`src/rtl/sdram_frame_scheduler.sv`:
```
// Arbitrates 8-word SDRAM bursts between camera write and display read FIFOs with double-buffered frames.
// Grant is registered one cycle after the IDLE decision; bursts hold until their last beat, never aborted.
module sdram_frame_scheduler #(
  parameter int          VIDEO_END      = 153600,
  parameter int          BURST_LENGTH   = 8,
  parameter int          WRITE_PTR_W    = 6,
  parameter int          READ_PTR_W     = 5,
  parameter int          MAX_WRITE_WAIT = 4,
  parameter logic [21:0] BUFFER_STRIDE  = 22'h040000
) (
  input  logic                   sdram_clk,
  input  logic                   reset_n,
  input  logic [WRITE_PTR_W-1:0] write_used,
  output logic                   write_ack,
  input  logic [READ_PTR_W-1:0]  read_used,
  output logic                   read_push,
  input  logic                   write_frame_start,
  input  logic                   read_frame_start,
  output logic [1:0]             command,
  output logic [21:0]            data_address,
  input  logic                   data_read_valid,
  input  logic                   data_write_done,
  output logic                   write_buffer,
  output logic                   read_buffer
);
  localparam int          BEAT_W     = $clog2(BURST_LENGTH);
  localparam int          WAIT_W     = $clog2(MAX_WRITE_WAIT + 1);
  localparam int          READ_SPACE = 2**READ_PTR_W - 1;
  localparam logic [21:0] BL_W       = 22'(BURST_LENGTH);
  localparam logic [21:0] END_W      = 22'(VIDEO_END);

  typedef enum logic [1:0] {IDLE = 2'd0, WRITE = 2'd1, READ = 2'd2} state_t;

  state_t            state;
  logic [21:0]       write_offset, read_offset;
  logic [BEAT_W-1:0] beat;
  logic [WAIT_W-1:0] write_wait;
  logic              last_complete, write_pending, read_pending;

  logic        read_ok, write_ok, go_write, go_read;
  logic        write_last, read_last, burst_end;
  logic        write_pend_now, read_pend_now, write_apply, read_apply;
  logic        write_wrap, read_wrap, write_toggle, write_buffer_nxt;
  logic [21:0] write_adv, read_adv, write_offset_nxt, read_offset_nxt;

  always_comb begin
    read_ok  = (32'(read_used) + BURST_LENGTH) <= READ_SPACE;
    write_ok = 32'(write_used) >= BURST_LENGTH;
    go_write = write_ok && ((32'(write_wait) >= MAX_WRITE_WAIT) || !read_ok);
    go_read  = read_ok && !go_write;

    write_last = (state == WRITE) && data_write_done && (32'(beat) == BURST_LENGTH - 1);
    read_last  = (state == READ) && data_read_valid && (32'(beat) == BURST_LENGTH - 1);
    burst_end  = write_last || read_last;

    // A frame-start pulse arriving while idle is folded straight into this cycle's grant.
    write_pend_now = write_pending || write_frame_start;
    read_pend_now  = read_pending || read_frame_start;
    write_apply    = write_pend_now && ((state == IDLE) || burst_end);
    read_apply     = read_pend_now && ((state == IDLE) || burst_end);

    write_wrap = write_last && ((write_offset + BL_W) == END_W);
    read_wrap  = read_last && ((read_offset + BL_W) == END_W);
    write_adv  = write_wrap ? 22'd0 : (write_last ? write_offset + BL_W : write_offset);
    read_adv   = read_wrap ? 22'd0 : (read_last ? read_offset + BL_W : read_offset);

    write_offset_nxt = write_apply ? 22'd0 : write_adv;
    read_offset_nxt  = read_apply ? 22'd0 : read_adv;
    // A restart only closes the frame if words were actually written into it.
    write_toggle     = write_wrap || (write_apply && (write_adv != 22'd0));
    write_buffer_nxt = write_buffer ^ write_toggle;

    read_push = (state == READ) && data_read_valid;
  end

  always_ff @(posedge sdram_clk or negedge reset_n) begin
    if (!reset_n) begin
      state         <= IDLE;
      command       <= 2'd0;
      data_address  <= 22'd0;
      write_ack     <= 1'b0;
      beat          <= '0;
      write_wait    <= '0;
      write_offset  <= 22'd0;
      read_offset   <= 22'd0;
      write_buffer  <= 1'b0;
      read_buffer   <= 1'b0;
      last_complete <= 1'b0;
      write_pending <= 1'b0;
      read_pending  <= 1'b0;
    end else begin
      write_offset  <= write_offset_nxt;
      read_offset   <= read_offset_nxt;
      write_buffer  <= write_buffer_nxt;
      write_pending <= write_pend_now && !write_apply;
      read_pending  <= read_pend_now && !read_apply;
      if (write_toggle) last_complete <= write_buffer;
      if (read_wrap)    read_buffer   <= last_complete;
      write_ack <= 1'b0;
      case (state)
        IDLE: begin
          beat <= '0;
          if (go_write) begin
            state        <= WRITE;
            command      <= 2'd1;
            data_address <= write_offset_nxt + (write_buffer_nxt ? BUFFER_STRIDE : 22'd0);
            write_ack    <= 1'b1;
            write_wait   <= '0;
          end else if (go_read) begin
            state        <= READ;
            command      <= 2'd2;
            data_address <= read_offset_nxt + (read_buffer ? BUFFER_STRIDE : 22'd0);
            if (write_ok && (32'(write_wait) < MAX_WRITE_WAIT)) write_wait <= write_wait + 1'b1;
          end
        end
        WRITE: begin
          if (data_write_done) begin
            beat <= beat + 1'b1;
            if (write_last) begin
              state        <= IDLE;
              command      <= 2'd0;
              data_address <= 22'd0;
            end else begin
              write_ack <= 1'b1;
            end
          end
        end
        READ: begin
          if (data_read_valid) begin
            beat <= beat + 1'b1;
            if (read_last) begin
              state        <= IDLE;
              command      <= 2'd0;
              data_address <= 22'd0;
            end
          end
        end
        default: begin
          state   <= IDLE;
          command <= 2'd0;
        end
      endcase
    end
  end
endmodule

```
`config.mk`:
```
export PLATFORM = sky130hd
export DESIGN_NAME = sdram_frame_scheduler
export DESIGN_NICKNAME = d
export VERILOG_FILES = /design/src/rtl/sdram_frame_scheduler.sv
export SDC_FILE = /design/constraint.sdc
export NUM_CORES = 1
export LEC_CHECK = 0
export BUFFER_PORTS_ARGS = -buffer_cell sky130_fd_sc_hd__buf_2
export CAP_MARGIN = 5
export CORE_UTILIZATION = 56
export CTS_BUF_LIST = sky130_fd_sc_hd__clkbuf_4 sky130_fd_sc_hd__clkbuf_8
export DETAILED_ROUTE_END_ITERATION = 7
export GPL_TIMING_DRIVEN = 0
export PLACE_DENSITY = 0.82
export RECOVER_POWER = 100
export SYNTH_ARGS = -nofsm -noshare
export SYNTH_HDL_FRONTEND = slang
export SYNTH_SLANG_ARGS = --single-unit
```
`constraint.sdc`:
```
create_clock -name sdram_clk -period 3.4 [get_ports sdram_clk]
set_input_delay 0.17 -clock sdram_clk [delete_from_list [all_inputs] [get_ports sdram_clk]]
set_output_delay 0.17 -clock sdram_clk [all_outputs]
set_load 0.02 [all_outputs]
```
# Word-level counts from Yosys, hierarchy flattened
# Index checks and enable logic that the tools add are counted.
[word_totals]
regBits = 80
out_inout_bits = 28
word_cells = 99
[classes]
n_addsub = 7
order_cmp = 4
n_eq_ne = 10
muxes = 32
bitwise = 1
reduce_logical = 33
[op_table]
columns = ["cell", "count"]
rows = [
  ["22-bit 2-to-1 mux", 12],
  ["22-bit case mux with 3 select lines", 1],
  ["22-bit by 19-bit adder with 22-bit output", 2],
  ["22-bit by 4-bit adder with 22-bit output, second input constant", 2],
  ["22-bit by 18-bit == test with 1-bit output, second input constant", 2],
  ["19-bit 2-to-1 mux", 2],
  ["22-bit nonzero test", 1],
  ["3-bit 2-to-1 mux", 5],
  ["1-bit logical AND", 14],
  ["2-bit 2-to-1 mux", 6],
  ["3-bit case mux with 3 select lines", 1],
  ["2-bit != test, second input constant", 4],
  ["3-bit by 1-bit adder with 3-bit output, second input constant", 2],
  ["5-bit by 4-bit adder with 6-bit output, second input constant", 1],
  ["6-bit by 4-bit >= comparator with 1-bit output, second input constant", 1],
  ["6-bit by 5-bit <= comparator with 1-bit output, second input constant", 1],
  ["1-bit logical OR", 6],
  ["2-bit case mux with 3 select lines", 1],
  ["3-bit AND reduction", 2],
  ["6-bit AND reduction", 1],
  ["5-bit AND reduction", 1],
  ["1-bit zero test", 4],
  ["2-bit nonzero test", 2],
  ["3-bit == test, second input constant", 1],
  ["10 further kinds", 12],
]

# Logic depth before layout (Yosys ltp)
[logic_depth]
word_depth = 13
ltp_mapped = 17

# Worst setup path before layout
# Ideal clock, no wire load.
[synth_timing]
path_type = "register -> register"
startpoint = "register write_offset[3]"
endpoint = "register data_address[20]"
arrival_time_ns = 3.131
required_ns = 3.277
slack_ns = 0.146
path_stages_with_launch = 15
period_less_slack_ns = 3.254
path_cell_list = "dfrtp_1 > ha_1 > clkbuf_1 > xnor2_1 > nand4b_1 > a2111oi_4 > and2_1 > nand4b_1 > or3b_4 > and3_1 > ha_1 > ha_1 > xor2_1 > o21ai_0 > o21ai_1"
[synth_via]
word_cells_on_any_way = 14
classes_between = "add/sub: 2; eq/ne: 1; mux: 6; bitwise: 1; reduce/logical: 4"
[synth_lines]
columns = ["element", "line_no", "text"]
rows = [
  ["start: declaration", "35", "logic [21:0] write_offset, read_offset;"],
  ["start signal: assignment", "92", "write_offset <= write_offset_nxt;"],
  ["22-bit by 4-bit adder with 22-bit output *", "62, 64", ""],
  ["22-bit by 18-bit == test with 1-bit output", "62", "write_wrap = write_last && ((write_offset + BL_W) == END_W);"],
  ["1-bit logical AND", "62", ""],
  ["22-bit 2-to-1 mux *", "64", "write_adv = write_wrap ? 22'd0 : (write_last ? write_offset + BL_W : write_offset);"],
  ["22-bit 2-to-1 mux *", "67", "write_offset_nxt = write_apply ? 22'd0 : write_adv;"],
  ["via write_offset_nxt[18]", "44", "logic [21:0] write_adv, read_adv, write_offset_nxt, read_offset_nxt;"],
  ["22-bit by 19-bit adder with 22-bit output *", "106", "data_address <= write_offset_nxt + (write_buffer_nxt ? BUFFER_STRIDE : 22'd0);"],
  ["22-bit 2-to-1 mux *", "103", "if (go_write) begin"],
  ["22-bit case mux with 3 select lines *", "100", "case (state)"],
  ["end signal: assignment", "106", ""],
  ["end signal: assignment", "112", "data_address <= read_offset_nxt + (read_buffer ? BUFFER_STRIDE : 22'd0);"],
  ["end: declaration", "20", "output logic [21:0] data_address,"],
]
# Mark *: on every way through the listed nets, which the timed path passes. The rest lies on a longest branch.
# A chain may end at the register's enable or synchronous reset.

# Worst setup path after layout
[layout_timing]
startpoint = "register write_offset[4]"
endpoint = "register data_address[19]"
[layout_via]
elab_chain_len = 12
word_cells_on_any_way = 14
classes_between = "add/sub: 2; eq/ne: 1; mux: 6; bitwise: 1; reduce/logical: 4"
[layout_lines]
columns = ["element", "line_no", "text"]
rows = [
  ["22-bit by 4-bit adder with 22-bit output", "62, 64", ""],
  ["22-bit by 18-bit == test with 1-bit output", "62", ""],
  ["1-bit logical AND", "62", ""],
  ["22-bit 2-to-1 mux", "64", ""],
  ["22-bit nonzero test", "70", "write_toggle = write_wrap || (write_apply && (write_adv != 22'd0));"],
  ["1-bit logical AND", "70", ""],
  ["1-bit logical OR *", "70", ""],
  ["1-bit bitwise XOR *", "71", "write_buffer_nxt = write_buffer ^ write_toggle;"],
  ["via write_buffer_nxt", "43", "logic write_wrap, read_wrap, write_toggle, write_buffer_nxt;"],
  ["19-bit 2-to-1 mux *", "106", ""],
  ["22-bit by 19-bit adder with 22-bit output *", "106", ""],
  ["22-bit 2-to-1 mux *", "103", ""],
  ["22-bit case mux with 3 select lines *", "100", ""],
]
# Marks and branches as above.

==> run_results.csv <==
group,metric,value,unit
hold_path,hold_path_class,"in2reg",
flow_run,drv.max_cap_violation_count,0,
critical_path,reg2reg_setup_slack,20,ps
die,fp.dieArea,8820,um2
critical_path,cp_launch_type,"flip-flop",
hold_path,timing.hold.worst.start,"read_frame_start",
critical_path,rr_startpoint,"write_offset[4]",
finish,num_antenna_cells,0,
critical_path,crit_required,3660,ps
route,avgViaCountPerCell,6.12,
route,drt_pass_1_iters,7,
global_routing,grtUsageTotal,0.290,
run_status,failing_checks,"DRC",
placed_design,place.port_buffers,37,
critical_path,timing.critical_path.to_type,"flip-flop",
power_and_ir_drop,internal_power,1850,uW
logic_synthesis,postSynthNetCount,558,
route,iter_0_drt_violations,294,
placed_design,finalWeightedCongestion,0.981,
power_and_ir_drop,power.density,581,nW/um2
timing,worst_slack,24.6,ps
finish,final_cell_mix,"sky130_fd_sc_hd__dfrtp_1 (78), sky130_fd_sc_hd__nor2_1 (71), sky130_fd_sc_hd__nand2_1 (44)",
placed_design,hpwl,8950,um
power_and_ir_drop,comb_power_share,0.404,
logic_synthesis,synth_largest_area_cell,"sky130_fd_sc_hd__dfrtp_1",
timing,finClkSkew,7.25,ps
critical_path,timing.critical_path.fanout_max,5,
global_routing,largest_net_degree_at_the_start_of_global_routing,57,
route,total_via_count_in_the_routed_design,4264,
finish,design.final.nets,618,
finish,syn2layout_area_growth,16.6,%
timing,timing_max_transition_violations_final,0,
logic_synthesis,synth.lib_cells_used.distinct,67,
die,fp.coreArea,8180,um2
power_and_ir_drop,ir_worst_vdd,0.352,mV
clock_network,clkLatencyLatePin,350,ps
logic_synthesis,synth_ff_type,"sky130_fd_sc_hd__dfrtp_1",
finish,final_core_utilization,0.675,
timing,final-setup-viol-count,0,
timing,min_period,3380,ps
logic_synthesis,synth_enable_flop_cells,0,
die,die_h,93.9,um
clock_network,clk_pin_slew,80,ps
global_routing,grt_first_pass_wirelength,19600,um
route,ant_nets,0,
route,drt-wirelength-per-cell,17.8,um
logic_synthesis,synth_area_per_cell,8.97,um2
power_and_ir_drop,power.switching_fraction,0.423,
timing,timing.setup.tns,0,ps
finish,final_common_cell,"sky130_fd_sc_hd__dfrtp_1",
timing,worstMarginPinSlew,1370,ps
logic_synthesis,synthCells,527,
power_and_ir_drop,seq_power_share,0.373,
timing,timing_hold_violations_final,0,
logic_synthesis,yosysSeqAreaShare,0.423,
timing,rsz0062_at_grt,"true",
hold_path,worstHoldPathCells,3,
global_routing,grt_overflow,0,
power_and_ir_drop,clock_power_share,0.223,
critical_path,timing_worst_setup_path_type,"reg2reg",
clock_network,htree_num_levels,3,
critical_path,worstRegToRegCells,13,
die,die_w,93.9,um
timing,timing.final.crit_share,0.993,
timing,timing.slew.headroom,0.0847,
critical_path,capturing_point_of_the_worst_reg2reg_path,"data_address[19]",
clock_network,tritoncts,"built",
clock_network,clock_root_buffer,"sky130_fd_sc_hd__clkbuf_8",
route,drcViolationCount,1,
logic_synthesis,synth.top_cell.area_share,0.423,
logic_synthesis,ys.warnings.count,0,
clock_network,sinks_on_clock_net,80,
die,initial_standard_cell_utilization_of_the_core,0.579,
hold_path,min_delay_worst_endpoint,"read_pending",
timing,maxClockFrequency,0.296,GHz
die,io_pins,45,
logic_synthesis,synthesis_stage_register_bit_count,80,
logic_synthesis,synth_area_leaders,"sky130_fd_sc_hd__dfrtp_1 (42%), sky130_fd_sc_hd__nor2_1 (5.7%), sky130_fd_sc_hd__xor2_1 (4.6%), sky130_fd_sc_hd__xnor2_1 (4.3%), sky130_fd_sc_hd__ha_1 (3.7%)",
power_and_ir_drop,p_sw,1360,uW
placed_design,place_worst_setup_slack,-368,ps
global_routing,grt_antenna_before_repair,0,
logic_synthesis,synth_area,4730,um2
logic_synthesis,async_flop_share,1.00,
critical_path,worstPathArrival,3630,ps
finish,post_route_cells_drive_above_1_share,0.172,
die,rows,33,
power_and_ir_drop,leakage_power_total,0.00231,uW
route,total_wire_length_after_detailed_routing,12400,um
global_routing,vias_in_the_first_global_route,4074,
run_status,outcome,"finished with violations",
clock_network,clock_path_buffers,2,
clock_network,cts_made_buffers,9,
==> cell families (layout without fill, tap and decap cells) <==
| group | Yosys count | in the layout | share of synthesized area |
|---|---|---|---|
| AND/OR/NAND/NOR | 237 | 237 | 0.259 |
| XOR/XNOR | 48 | 48 | 0.0889 |
| buffers and inverters | 47 | 112 | 0.0426 |
| AO/OA/AOI/OAI | 92 | 92 | 0.129 |
| multiplexers | 9 | 9 | 0.0206 |
| adder cells (fa/ha/maj) | 14 | 14 | 0.0370 |
| flip-flops | 80 | 80 | 0.423 |
==> through the flow <==
stage,instance area (um2),std cells,power [uW],hold WS (ps)
2_1_floorplan,4730,527,2040,-126
3_3_place_gp,5050,669,2400,444
3_5_place_dp,5080,670,2460,104
4_1_cts,5430,688,3180,94.5
5_1_grt,5520,697,3390,123
6_report,5520,697,3200,98.8
==> per-layer routing <==
layer	GRT usage	vias to the layer above	share of wire
met3	0.0405	33	0.053
met5	0	-	0
met4	0.104	0	0.025
met2	0.498	157	0.51
met1	0.373	2087	0.41
li1	-	1987	-
==> final cells by class <==
| cell class | count | area (um2) |
|---|---|---|
| plain buffers | 27 | 154 |
| well taps | 105 | 131 |
| clock buffers | 11 | 145 |
| flip-flops and latches | 80 | 2000 |
| repair buffers | 53 | 270 |
| clock inverters | 5 | 56.3 |
| inverters | 16 | 60.1 |
| fillers | 653 | 2660 |
| multi-input cells | 400 | 2700 |
==> sequential cells by signal (all words and copies together) (netlist names) <==
register / flops
beat: 3
data_address: 22
last_complete: 1
read_buffer: 1
read_offset: 22
read_pending: 1
state: 2
write_ack: 1
write_buffer: 1
write_offset: 22
write_pending: 1
write_wait: 3
==> cells in the mapped netlist, types with 7 or more instances <==
cell type / n
sky130_fd_sc_hd__a21oi_1: 11
sky130_fd_sc_hd__and3_1: 11
sky130_fd_sc_hd__buf_2: 9
sky130_fd_sc_hd__clkbuf_1: 17
sky130_fd_sc_hd__dfrtp_1: 80
sky130_fd_sc_hd__ha_1: 14
sky130_fd_sc_hd__inv_1: 16
sky130_fd_sc_hd__nand2_1: 44
sky130_fd_sc_hd__nand3_1: 23
sky130_fd_sc_hd__nand4_1: 24
sky130_fd_sc_hd__nor2_1: 72
sky130_fd_sc_hd__nor3_1: 8
sky130_fd_sc_hd__nor4_1: 9
sky130_fd_sc_hd__o21ai_0: 30
sky130_fd_sc_hd__o221ai_1: 7
sky130_fd_sc_hd__xnor2_1: 23
sky130_fd_sc_hd__xor2_1: 25
==> critical path, stage by stage, from the launching register on <==
cell	delay [ps]
sky130_fd_sc_hd__dfrtp_1	420
sky130_fd_sc_hd__ha_1	190
sky130_fd_sc_hd__nand4_1	220
sky130_fd_sc_hd__or4_1	500
sky130_fd_sc_hd__nor2_1	200
sky130_fd_sc_hd__xnor2_2	200
sky130_fd_sc_hd__nand4_1	130
sky130_fd_sc_hd__and4bb_1	330
sky130_fd_sc_hd__o21ai_2	100
sky130_fd_sc_hd__xor2_2	170
sky130_fd_sc_hd__ha_2	200
sky130_fd_sc_hd__ha_2	310
sky130_fd_sc_hd__mux2i_1	80
sky130_fd_sc_hd__o31ai_1	220
==> repair_timing <==
action	CTS	global route
resized for setup	32	19
hold buffers	1	0
endpoints found under the setup margin	4	4
buffers inserted	2	12
endpoints found under the hold margin	24	0
pin swaps	9	19
==> worst max-delay path by stage <==
| stage | start | to | slack [ps] | cells after the start |
|---|---|---|---|---|
| after CTS | write_offset[3] | data_address[21] | 0.5 | 15 |
| final | write_offset[4] | data_address[19] | 20 | 13 |
| after floorplan | write_offset[3] | data_address[20] | 150 | 14 |
| after global routing | beat[0] | data_address[21] | -160 | 16 |
| after global placement | write_offset[3] | data_address[21] | -260 | 15 |
| after detailed placement | write_offset[3] | data_address[21] | -370 | 15 |
==> power groups by stage <==
| stage | sequential, uW | combinational (uW) | clock, uW |
|---|---|---|---|
| 6_report | 1190 | 1300 | 713 |
| 5_1_grt | 1210 | 1430 | 751 |
| 4_1_cts | 1180 | 1280 | 718 |
| 3_5_place_dp | 1200 | 1260 | 0 |
| 3_3_place_gp | 1190 | 1210 | 0 |
| 2_1_floorplan | 1290 | 746 | 0 |
Note: power is estimated with default switching activity, not from simulation.
